`src/rtl/module_mux_n1_reg.sv`:
```
// Registered N:1 multiplexer with valid/ready handshakes and manual or round-robin channel grant.
// Define MUX_RR_EN to build round-robin mode and its rotating priority pointer; otherwise mode is ignored.
module module_mux_n1_reg #(
  parameter int unsigned WIDTH = 4,
  parameter int unsigned N_IN  = 4,
  parameter int unsigned SEL_W = $clog2(N_IN)
) (
  input  logic                  clk,
  input  logic                  rst,
  input  logic                  mode,
  input  logic [SEL_W-1:0]      sel,
  input  logic [N_IN*WIDTH-1:0] in_data,
  input  logic [N_IN-1:0]       in_valid,
  output logic [N_IN-1:0]       in_ready,
  output logic [WIDTH-1:0]      out_data,
  output logic                  out_valid,
  input  logic                  out_ready,
  output logic [SEL_W-1:0]      out_sel
);

  localparam int unsigned LAST = N_IN - 1;

  logic [WIDTH-1:0] r_out_data;
  logic             r_out_valid;
  logic [SEL_W-1:0] r_out_sel;

  logic             w_mode;
  logic             w_load_en;
  logic             w_man_vld;
  logic [SEL_W-1:0] w_man_idx;
  logic             w_rr_vld;
  logic [SEL_W-1:0] w_rr_idx;
  logic             w_grant_vld;
  logic [SEL_W-1:0] w_grant_idx;
  logic             w_xfer_in;
  logic [WIDTH-1:0] w_grant_data;

  // Manual grant: sel must name an existing channel that is currently valid.
  always_comb begin
    w_man_vld = 1'b0;
    w_man_idx = sel;
    for (int unsigned k = 0; k < N_IN; k++) begin
      if ((sel == SEL_W'(k)) && in_valid[k]) begin
        w_man_vld = 1'b1;
      end
    end
  end

`ifdef MUX_RR_EN
  logic [SEL_W-1:0] r_ptr;
  logic             w_hi_vld;
  logic [SEL_W-1:0] w_hi_idx;
  logic             w_lo_vld;
  logic [SEL_W-1:0] w_lo_idx;

  assign w_mode = mode;

  // Round-robin: lowest valid index at or above ptr, else lowest valid index overall (wrap).
  always_comb begin
    w_hi_vld = 1'b0;
    w_hi_idx = '0;
    w_lo_vld = 1'b0;
    w_lo_idx = '0;
    for (int unsigned k = LAST + 1; k > 0; k--) begin
      if (in_valid[k-1]) begin
        w_lo_vld = 1'b1;
        w_lo_idx = SEL_W'(k-1);
        if (SEL_W'(k-1) >= r_ptr) begin
          w_hi_vld = 1'b1;
          w_hi_idx = SEL_W'(k-1);
        end
      end
    end
    w_rr_vld = w_lo_vld;
    w_rr_idx = w_hi_vld ? w_hi_idx : w_lo_idx;
  end

  // Pointer advances past the granted channel only on round-robin transfers.
  always_ff @(posedge clk) begin
    if (rst) begin
      r_ptr <= '0;
    end else if (w_xfer_in && w_mode) begin
      if (w_grant_idx == SEL_W'(LAST)) begin
        r_ptr <= '0;
      end else begin
        r_ptr <= w_grant_idx + SEL_W'(1);
      end
    end
  end
`else
  logic w_unused_mode;

  assign w_unused_mode = mode;
  assign w_mode        = 1'b0;
  assign w_rr_vld      = 1'b0;
  assign w_rr_idx      = '0;
`endif

  assign w_grant_vld = w_mode ? w_rr_vld : w_man_vld;
  assign w_grant_idx = w_mode ? w_rr_idx : w_man_idx;
  assign w_load_en   = !r_out_valid || out_ready;
  assign w_xfer_in   = w_load_en && w_grant_vld && !rst;

  // One-hot accept towards the granted channel; all zero when no load can happen.
  always_comb begin
    in_ready = '0;
    for (int unsigned k = 0; k < N_IN; k++) begin
      if (w_xfer_in && (w_grant_idx == SEL_W'(k))) begin
        in_ready[k] = 1'b1;
      end
    end
  end

  always_comb begin
    w_grant_data = '0;
    for (int unsigned k = 0; k < N_IN; k++) begin
      if (w_grant_idx == SEL_W'(k)) begin
        w_grant_data = in_data[k*WIDTH +: WIDTH];
      end
    end
  end

  // Output stage: reload on accept (also while draining), clear valid on a bare drain.
  always_ff @(posedge clk) begin
    if (rst) begin
      r_out_data  <= '0;
      r_out_sel   <= '0;
      r_out_valid <= 1'b0;
    end else if (w_xfer_in) begin
      r_out_data  <= w_grant_data;
      r_out_sel   <= w_grant_idx;
      r_out_valid <= 1'b1;
    end else if (r_out_valid && out_ready) begin
      r_out_valid <= 1'b0;
    end
  end

  assign out_data  = r_out_data;
  assign out_sel   = r_out_sel;
  assign out_valid = r_out_valid;

endmodule

```
`config.mk`:
```
export PLATFORM = sky130hd
export DESIGN_NAME = module_mux_n1_reg
export DESIGN_NICKNAME = d
export VERILOG_FILES = /design/src/rtl/module_mux_n1_reg.sv
export SDC_FILE = /design/constraint.sdc
export NUM_CORES = 1
export LEC_CHECK = 0
export ABC_AREA = 1
export BUFFER_PORTS_ARGS = -buffer_cell sky130_fd_sc_hd__buf_2
export CAP_MARGIN = 10
export CORE_AREA = 2 2 39 41
export DETAILED_ROUTE_END_ITERATION = 6
export DIE_AREA = 0 0 41 43
export HOLD_SLACK_MARGIN = 0.05
export MAX_ROUTING_LAYER = met4
export PLACE_DENSITY_LB_ADDON = 0.15
export SKIP_CTS_REPAIR_TIMING = 1
export SKIP_LAST_GASP = 1
export SLEW_MARGIN = 10
export SYNTH_ARGS = -nofsm -noshare
export SYNTH_HDL_FRONTEND = slang
export SYNTH_SLANG_ARGS = --single-unit
```
`constraint.sdc`:
```
create_clock -name clk -period 2.9 [get_ports clk]
set_input_delay 0.29 -clock clk [delete_from_list [all_inputs] [get_ports clk]]
set_output_delay 0.29 -clock clk [all_outputs]
set_load 0.01 [all_outputs]
```
==> metrics.csv <==
metric,value,unit
Final Power,0.0002659,W
final period demand of the worst path,1617,ps
vias,520,
# port buffers,35,
flip-flop and latch area,140.1,sq um
cell taking the most area after synthesis,dfxtp_1,
fillcell total,155,
Final TNS setup,0,ps
hold crit path type,in2reg,
initial DRC count,5,
worst hold start,rst,
GRT Overall Usage,0.1373,
Max Clock Freq,618.3,MHz
Worst Path Arrival,1330,ps
drt first pass iters,4,
FP Rows,14,
initial antenna violation count,0,
fin cells,122,
post-route design area,659.4,sq um
largest net degree at the start of global routing,13,
post-synthesis instance area,471.7,sq um
yosys warns,0,
"Distinct cells, synth",15,
hpwl dp,873.5,um
worst-skew pair later-pin latency,250,ps
top cell type's share of synthesized area,0.2971,
wire length per cell,8.467,um
Mapped Nets,96,
clk sinks,7,
Yosys reg bits,7,
first-pass GRT wire length,1.559,mm
ANT nets after route,0,
CTS Buf Count,3,
layout cells sized above 1,0.4623,
clk slew on worst S/H paths,50,ps
post-synthesis cell count,70,
Final period util,0.5577,
vias in the first global route,413,
Die Wd,41,um
register area share after synthesis,0.2971,
CP max FO,12,
cell area power density,403.3,mW/mm^2
vias per cell,4.262,
core box area,0.001384,sq mm
Nets,133,
CTS tree,built,
syn_area_per_cell,6.739,sq um
worst path required time,2610,ps
status,finished clean,
Clk Tree Root Cell,clkbuf_4,
Worst Clk Skew,4.359,ps
reg2reg start,out_valid$_SDFFE_PP0P_,
IO Count,37,
Slew @ Worst Pin,475.5,ps
DRC viols,0,
Worst VDD drop,0.1274,mV
Critical Path Source,sel[0],
H-Tree Depth,1,
Die Span Y,43,um
class of the most critical setup path,in2out,
max_cap viols,0,
Layout area overhead,39.79,%
max-slew violation total from the final report,0,
placed insts,118,
Critical Path Sink Type,output port,
number of setup violations in the final report,0,
Lkg Pwr,0.3576,nW
Multi-input gate area,269.0,sq um
Startpoint Class,primary input,
Post-Route WL,1.033,mm
die footprint,0.001763,sq mm
global route overflow,0,
Synth area leaders,"dfxtp_1, nand2_1, nand3_1",
diode count,0,
RSZ-0062 raised after global routing,no,
gpl congestion,0.6484,
starting density of the core,0.3409,
worst hold slack,252.8,ps
Slew headroom,0.6830,
CTS Buffer Depth,2,
final hold violations,0,
Post-DP Area,633.1,sq um
[cells in the final DEF (no fill, tap or decap)]
master and n:
buf_2 35, nand2_1 15, nand3_1 11, a21oi_1 8, dfxtp_1 7, nor2_1 6
inv_1 5, nand2_2 4, o21ai_1 4, clkbuf_4 3, nand3_2 2, inv_4 1
nor2_4 1, inv_2 1, o21ai_2 1, nor3_2 1, clkbuf_1 1
[cell type report]
cell class / instances / area share
multi-input cells: 53 / 0.4080
inverters: 7 / 0.04364
well taps: 16 / 0.03036
repair buffers: 35 / 0.2657
flip-flops and latches: 7 / 0.2125
clock buffers: 4 / 0.03985
[report_power, final]
group / switching, W / internal (W)
clock: 0.0000353 / 0.0000525
combinational: 0.0000391 / 0.0000313
sequential: 0.00000344 / 0.000104
total: 0.0000779 / 0.000188
[per-stage QoR]
stage	worst slack, ps	util
2_1_floorplan	1560	-
3_3_place_gp	1280	0.4575
3_5_place_dp	1260	0.4575
4_1_cts	1259	0.4765
5_1_grt	1161	0.4765
6_report	1283	0.4765
[state kept, by name (all words and copies together) (netlist names)]
register / count
out_data: 4
out_sel: 2
out_valid: 1
[routing by layer]
metal | up-vias | GRT usage | wire length, um
met4 | 0 | 0.1400 | 19
met3 | 2 | 0.02094 | 96
met5 | - | - | 0
met2 | 25 | 0.1688 | 440
met1 | 193 | 0.1753 | 477
li1 | 300 | - | -
[cell usage after synthesis]
cell and number:
a21oi_1 8, buf_6 3, dfxtp_1 7, inv_1 5, inv_2 1, inv_4 1, nand2_1 15, nand2_2 4
nand3_1 11, nand3_2 2, nor2_1 6, nor2_4 1, nor3_2 1, o21ai_1 4, o21ai_2 1
[worst max-delay path, cell delays in order]
cell and delay [ps]:
buf_2 220, nor2_4 80, nand2_2 60, nand2_2 50
o21ai_2 390, nor2_1 70, buf_2 150
[path summary, 6_finish.rpt]
kind | endpoint | slack, ps | cells past startpoint
setup / recovery | in_ready[3] | 1280 | 7
hold / removal | out_sel[1]$_SDFFE_PP0P_ | 250 | 2
setup reg to reg | out_data[2]$_SDFFE_PP0P_ | 1820 | 4
hold reg to reg | out_sel[0]$_SDFFE_PP0P_ | 460 | 2
[cells by family (layout without fill, tap and decap cells)]
kind of cell / after synthesis / count (layout) / share of synthesized area
flops: 7 / 7 / 0.2971
simple gates: 40 / 40 / 0.4244
buf+inv: 10 / 46 / 0.1326
compound gates: 13 / 13 / 0.1459
(Power assumes the default switching activity.)
